--- src/rtl/rv_isa_pkg.sv ---
// -----------------------------------------------------------------------------
// rv_isa_pkg
// Shared RV32I definitions used by the instruction assembler and the
// immediate decoder: base opcode constants, the instruction-format enum and
// a helper that maps an opcode onto its format.
// No ports (package).
// -----------------------------------------------------------------------------
package rv_isa_pkg;

  localparam logic [6:0] OPC_LUI    = 7'h37;
  localparam logic [6:0] OPC_AUIPC  = 7'h17;
  localparam logic [6:0] OPC_JAL    = 7'h6F;
  localparam logic [6:0] OPC_JALR   = 7'h67;
  localparam logic [6:0] OPC_BRANCH = 7'h63;
  localparam logic [6:0] OPC_LOAD   = 7'h03;
  localparam logic [6:0] OPC_STORE  = 7'h23;
  localparam logic [6:0] OPC_OPIMM  = 7'h13;
  localparam logic [6:0] OPC_OP     = 7'h33;

  typedef enum logic [2:0] {
    FMT_R,
    FMT_I,
    FMT_S,
    FMT_B,
    FMT_U,
    FMT_J,
    FMT_NONE    // opcode outside the supported RV32I subset
  } fmt_e;

  function automatic fmt_e opcode_fmt(input logic [6:0] opc);
    fmt_e f;
    case (opc)
      OPC_LUI, OPC_AUIPC:            f = FMT_U;
      OPC_JAL:                       f = FMT_J;
      OPC_JALR, OPC_LOAD, OPC_OPIMM: f = FMT_I;
      OPC_STORE:                     f = FMT_S;
      OPC_BRANCH:                    f = FMT_B;
      OPC_OP:                        f = FMT_R;
      default:                       f = FMT_NONE;
    endcase
    return f;
  endfunction

endpackage

--- src/rtl/instr_pack.sv ---
// -----------------------------------------------------------------------------
// instr_pack
// Combinational RV32I field packer. Places the supplied fields into the
// 32-bit encoding dictated by the opcode's format and flags unsupported
// opcodes. When the macro RANGE_CHECK_EN is defined, immediates that do not
// fit their format are also flagged (the word is still the truncated
// encoding); without it, immediates are silently truncated.
//
// Ports:
//   opcode [6:0], rd [4:0], funct3 [2:0], rs1 [4:0], rs2 [4:0],
//   funct7 [6:0], imm [31:0]  - instruction fields (imm is pre-shift)
//   instr [31:0]              - encoded word (0 for unsupported opcodes)
//   err                       - encoding error
// -----------------------------------------------------------------------------
module instr_pack
  import rv_isa_pkg::*;
(
  input  logic [6:0]  opcode,
  input  logic [4:0]  rd,
  input  logic [2:0]  funct3,
  input  logic [4:0]  rs1,
  input  logic [4:0]  rs2,
  input  logic [6:0]  funct7,
  input  logic [31:0] imm,
  output logic [31:0] instr,
  output logic        err
);

  fmt_e fmt;
  logic fmt_err;
  logic range_err;

  assign fmt = opcode_fmt(opcode);

  always_comb begin
    instr   = 32'h0;
    fmt_err = 1'b0;
    case (fmt)
      FMT_U: instr = {imm[31:12], rd, opcode};
      FMT_J: instr = {imm[20], imm[10:1], imm[11], imm[19:12], rd, opcode};
      FMT_I: instr = {imm[11:0], rs1, funct3, rd, opcode};
      FMT_S: instr = {imm[11:5], rs2, rs1, funct3, imm[4:0], opcode};
      FMT_B: instr = {imm[12], imm[10:5], rs2, rs1, funct3, imm[4:1], imm[11], opcode};
      FMT_R: instr = {funct7, rs2, rs1, funct3, rd, opcode};
      default: begin
        instr   = 32'h0;
        fmt_err = 1'b1;
      end
    endcase
  end

`ifdef RANGE_CHECK_EN
  // An immediate "fits" when every bit above the format's top bit is a copy
  // of that top bit. JALR is the exception: its offset is zero-extended here.
  always_comb begin
    range_err = 1'b0;
    case (fmt)
      FMT_U: range_err = |imm[11:0];
      FMT_J: range_err = (imm[31:20] != {12{imm[20]}}) || imm[0];
      FMT_B: range_err = (imm[31:12] != {20{imm[12]}}) || imm[0];
      FMT_I: begin
        if (opcode == OPC_JALR) begin
          range_err = |imm[31:12];
        end else begin
          range_err = (imm[31:11] != {21{imm[11]}});
        end
      end
      FMT_S: range_err = (imm[31:11] != {21{imm[11]}});
      default: range_err = 1'b0;
    endcase
  end
`else
  assign range_err = 1'b0;
`endif

  assign err = fmt_err | range_err;

endmodule

--- src/rtl/instr_assembler.sv ---
// -----------------------------------------------------------------------------
// instr_assembler
// Accepts a bundle of RV32I instruction fields over a valid/ready handshake,
// encodes it (via instr_pack) and presents the word from a single output
// register with valid/ready. One-cycle latency, full throughput. Also counts
// accepted bundles and erroneous words delivered downstream (both wrap).
// Optional immediate range checking is enabled with the macro RANGE_CHECK_EN
// (see instr_pack).
//
// Ports:
//   clk, rst            - clock, synchronous active-high reset
//   in_valid, in_ready  - input bundle handshake
//   opcode, rd, funct3, rs1, rs2, funct7, imm - instruction fields
//   out_valid, out_ready - output word handshake
//   instr [31:0], err   - encoded word and its error flag (qualified by out_valid)
//   acc_cnt [15:0]      - accepted bundles
//   err_cnt [15:0]      - err=1 words taken by downstream
// -----------------------------------------------------------------------------
module instr_assembler (
  input  logic        clk,
  input  logic        rst,
  input  logic        in_valid,
  output logic        in_ready,
  input  logic [6:0]  opcode,
  input  logic [4:0]  rd,
  input  logic [2:0]  funct3,
  input  logic [4:0]  rs1,
  input  logic [4:0]  rs2,
  input  logic [6:0]  funct7,
  input  logic [31:0] imm,
  output logic        out_valid,
  input  logic        out_ready,
  output logic [31:0] instr,
  output logic        err,
  output logic [15:0] acc_cnt,
  output logic [15:0] err_cnt
);

  logic        out_valid_q, out_valid_d;
  logic [31:0] instr_q, instr_d;
  logic        err_q, err_d;
  logic [15:0] acc_cnt_q, acc_cnt_d;
  logic [15:0] err_cnt_q, err_cnt_d;

  logic [31:0] pack_instr;
  logic        pack_err;
  logic        accept;
  logic        drain;

  instr_pack u_pack (
    .opcode (opcode),
    .rd     (rd),
    .funct3 (funct3),
    .rs1    (rs1),
    .rs2    (rs2),
    .funct7 (funct7),
    .imm    (imm),
    .instr  (pack_instr),
    .err    (pack_err)
  );

  // The stage can take a bundle when empty or when its word leaves this
  // cycle. Gating with rst guarantees no bundle is consumed during reset.
  assign in_ready = (!out_valid_q || out_ready) && !rst;
  assign accept   = in_valid && in_ready;
  assign drain    = out_valid_q && out_ready;

  always_comb begin
    out_valid_d = out_valid_q;
    instr_d     = instr_q;
    err_d       = err_q;
    acc_cnt_d   = acc_cnt_q;
    err_cnt_d   = err_cnt_q;

    // A simultaneous accept and drain replaces the old word with the new one.
    if (accept) begin
      out_valid_d = 1'b1;
      instr_d     = pack_instr;
      err_d       = pack_err;
      acc_cnt_d   = acc_cnt_q + 16'd1;
    end else if (drain) begin
      out_valid_d = 1'b0;
    end

    if (drain && err_q) begin
      err_cnt_d = err_cnt_q + 16'd1;
    end
  end

  always_ff @(posedge clk) begin
    if (rst) begin
      out_valid_q <= 1'b0;
      instr_q     <= 32'h0;
      err_q       <= 1'b0;
      acc_cnt_q   <= 16'h0;
      err_cnt_q   <= 16'h0;
    end else begin
      out_valid_q <= out_valid_d;
      instr_q     <= instr_d;
      err_q       <= err_d;
      acc_cnt_q   <= acc_cnt_d;
      err_cnt_q   <= err_cnt_d;
    end
  end

  assign out_valid = out_valid_q;
  assign instr     = instr_q;
  assign err       = err_q;
  assign acc_cnt   = acc_cnt_q;
  assign err_cnt   = err_cnt_q;

endmodule

--- config.mk ---
export PLATFORM = sky130hd
export DESIGN_NAME = instr_assembler
export DESIGN_NICKNAME = d
export VERILOG_FILES = /design/src/rtl/rv_isa_pkg.sv /design/src/rtl/instr_pack.sv /design/src/rtl/instr_assembler.sv
export SDC_FILE = /design/constraint.sdc
export NUM_CORES = 1
export LEC_CHECK = 0
export CAP_MARGIN = 20
export CORE_ASPECT_RATIO = 1.2
export CORE_MARGIN = 2
export CORE_UTILIZATION = 44
export CTS_BUF_LIST = sky130_fd_sc_hd__clkbuf_4
export DETAILED_ROUTE_END_ITERATION = 10
export MAX_ROUTING_LAYER = met4
export PLACE_DENSITY = 0.83
export SLEW_MARGIN = 25
export SYNTH_ARGS = -nofsm -noshare
export SYNTH_HDL_FRONTEND = slang
export SYNTH_SLANG_ARGS = --single-unit
--- constraint.sdc ---
create_clock -name clk -period 2.16 [get_ports clk]
set_input_delay 0.54 -clock clk [delete_from_list [all_inputs] [get_ports clk]]
set_output_delay 0.54 -clock clk [all_outputs]
set_load 0.05 [all_outputs]
==> impl_metrics.ini, run 1 <==
[outcome]
status = completed

[clock_network]
cts-htree-levels = 3
clock_sinks = 66
clock_path_buffers = 2
cts_tree = done
clock_latency_ns = 0.40
clkTransAtPathRegs_ns = 0.11
numCtsBuffers = 9
cts_root_buf = clkbuf_4
hold_buffers = 0

[worst_setup_path]
reg2reg_to = instr[11]$_SDFFE_PP0P_
rrSetupSlack_ns = 0.46
r2r_cells = 8
crit_path_end_kind = output port
cp_num_cells = 1
cp_num_buf_inv = 1
cp_top_family = buffers and inverters
critPathLaunch = instr[11]$_SDFFE_PP0P_
critical_path_class = register to output port
cp.arrival_ns = 1.57
r2r_start = out_valid$_SDFFE_PP0P_
slowest_stage = clkdlybuf4s50_1
critical-path-max-stage-delay_ns = 0.81
cp_max_fo = 2
cp-start-kind = register
worstPathCellList = clkdlybuf4s50_1
cp.required_ns = 1.62

[route]
drt_iter0_drc = 109
dr.pass1.iters = 4
remaining_drc_errors = 0
vias = 3247
finalWirelength_um = 9293
ant_nets = 0
routed_via_density = 5.385
wire_per_inst_um = 15.41

[timing]
maxSlewHeadroom_pct = 54.41
fin_crit_ns = 2.110
setup_slack_ns = 0.04965
rsz0062_at_grt = false
slew_viol_final = 0
clock_skew_ns = 0.01126
hold_violations = 0
setup_viol = 0
worst_pin_slew_ns = 0.6839
fmax_mhz = 473.9
whs_ns = 0.4606
fin_crit_sh_pct = 97.70

[place]
numPortBuffers = 134
dpl_worst_slack_ns = -0.3137
dp_hpwl_um = 6956
gp_routability_congestion = 0.9298

[finish]
fin_nets = 582
multi_input_area_mm2 = 0.001699
finalCoreUtilization_pct = 71.67
area_delta_synth_final_pct = 57.73
drive_above_1_share_pct = 15.12
fillCellCount = 577
seq_area_mm2 = 0.001321
insertedDiodeCount = 0

[synthesis]
synthArstFlopShare_pct = 0
syn_area_mm2 = 0.003114
synth_edf_count = 0
syn-num-nets = 425
yosys.area.top_type = dfxtp_1
yosysMostFrequentCell = dfxtp_1
synth_area_leaders = dfxtp_1 42%, xor2_1 6.7%, nor2_1 6.6%
ys_seq_area_share_pct = 42.43
synth_cells = 355
yosys.cell_types.count = 45
ys_seq_elements = 66
syn_avg_cell_area_um2 = 8.772
ys_warn_count = 0
synth_common_cells = 66 x dfxtp_1, 55 x nor2_1, 34 x nand2_1
ys.flop_type = dfxtp_1
post-synth-top-area-fraction_pct = 42.43

[worst_hold_path]
hold_class = register to register
hold_depth = 2
hold_start = instr[3]$_SDFFE_PP0P_
hold_path_end = instr[3]$_SDFFE_PP0P_

[job]
drv_cap = 0

[pwr]
vdd_drop_max_mv = 0.3364
power_density_mw_per_mm2 = 495.4
power.leakage_nw = 2.401

[grt]
first_global_vias = 3073
antenna_found_initial = 0
grt_usage_pct = 24.60
grt_first_pass_wirelength_um = 14290
grt-ovfl-total = 0
grt_max_degree = 66

[floorplanning]
core_mm2 = 0.006854
num_io_pins = 135
die-width_um = 80.80
rows = 33
dieArea_mm2 = 0.007770
start_util_pct = 45.44
die_h_um = 96.16
[area by class of cell]
| class | count | share of cell area (%) |
|---|---|---|
| multi-input combinational | 267 | 34.59 |
| timing repair buffer | 167 | 33.65 |
| sequential | 66 | 26.90 |
| tap | 87 | 2.216 |
| clock buffer | 11 | 1.681 |
| clock inverter | 4 | 0.8915 |
| inverter | 1 | 0.07641 |
[worst max path at each step]
stage / to / slack [ns]
after detailed placement: instr[11]$_SDFFE_PP0P_ / -0.31
after floorplan: in_ready / 0.008
after global placement: instr[10]$_SDFFE_PP0P_ / -0.25
final: instr[11] / 0.05
after CTS: err_cnt[8] / 0.001
after global routing: instr[8] / 0.001
[cell usage in the layout (no fill, tap or decap), types with 2 or more instances in the layout]
cell type	synthesis	layout
clkdlybuf4s50_1	0	79
nor3_1	9	9
nand2b_1	4	4
xnor2_1	6	6
and3_1	10	10
a221oi_1	8	8
o21ai_0	4	4
a32o_1	7	7
and3b_1	2	2
clkinv_2	0	2
a21boi_1	2	2
dlygate4sd2_1	0	25
clkbuf_4	0	11
a22oi_1	15	15
buf_4	1	32
nand4_1	11	11
nand2_1	34	34
mux2_2	7	7
nor2_1	55	54
o21a_1	2	2
and4_1	2	2
a21oi_1	18	18
a21o_1	5	5
ha_1	2	2
buf_12	0	3
nand3_1	15	15
dlymetal6s2s_1	0	27
a21boi_2	4	4
xor2_1	24	24
a21oi_2	5	5
dfxtp_1	66	66
or2_2	2	2
[cell families after synthesis]
kind of cell             count (synthesis)  synth area share (%)
AND/OR/NAND/NOR                        155                 24.71
AO/OA/AOI/OAI                           73                 17.80
flip-flops                              66                 42.43
buffers and inverters                   22                 3.294
adder cells (fa/ha/maj)                  2                0.8034
XOR/XNOR                                30                 8.437
multiplexers                             7                 2.531
[power breakdown]
part           leakage, nW  total [mW]  internal, mW  switching [mW]
clock               0.0741       0.782         0.366           0.416
sequential           0.534        1.25          1.23          0.0138
combinational         1.79       0.403         0.202           0.201
[through the flow]
step | power, mW | instances | instance area [um^2] | setup TNS (ns)
after global placement | 1.673 | 587 | 4733 | -6.391
after detailed placement | 1.679 | 587 | 4733 | -8.064
after global routing | 2.530 | 603 | 4912 | 0
final | 2.433 | 603 | 4912 | 0
after floorplan | 1.449 | 355 | 3114 | 0
after CTS | 2.452 | 603 | 4845 | 0
[state kept, by name, indices dropped and copies added (netlist names)]
name and count:
err_cnt 16, err 1, instr 32, acc_cnt 16, out_valid 1
[layer usage]
layer	part of all wire, %	wire length, um	GRT usage (%)	up-vias
met3	7.5	700	6.567	10
li1	-	-	-	1571
met1	40	3693	27.61	1538
met2	51	4756	41.94	128
met5	0	0	-	-
met4	1.5	142	8.898	0
[timing repair]
item	CTS	global route
resized for setup	28	27
hold endpoints to repair	0	0
endpoints found under the setup margin	25	27
buffers inserted	1	0
No activity file was read; power rests on OpenSTA's default activity.
==> inputs of run 2 (changes only) <==
--- a/config.mk
+++ b/config.mk
@@ -11,6 +11,7 @@
 export CORE_UTILIZATION = 44
 export CTS_BUF_LIST = sky130_fd_sc_hd__clkbuf_4
 export DETAILED_ROUTE_END_ITERATION = 10
+export HOLD_SLACK_MARGIN = 0.12
 export MAX_ROUTING_LAYER = met4
 export PLACE_DENSITY = 0.83
 export SLEW_MARGIN = 25
==> results of run 2 <==
Final layout, timing and power as in run 1 (identical DEF).
==> inputs of run 3 (changes only) <==
--- a/config.mk
+++ b/config.mk
@@ -10,6 +10,7 @@
 export CORE_MARGIN = 2
 export CORE_UTILIZATION = 44
 export CTS_BUF_LIST = sky130_fd_sc_hd__clkbuf_4
+export CTS_CLUSTER_SIZE = 40
 export DETAILED_ROUTE_END_ITERATION = 10
 export HOLD_SLACK_MARGIN = 0.12
 export MAX_ROUTING_LAYER = met4
==> results of run 3 <==
Final layout, timing and power as in run 1 (identical DEF).
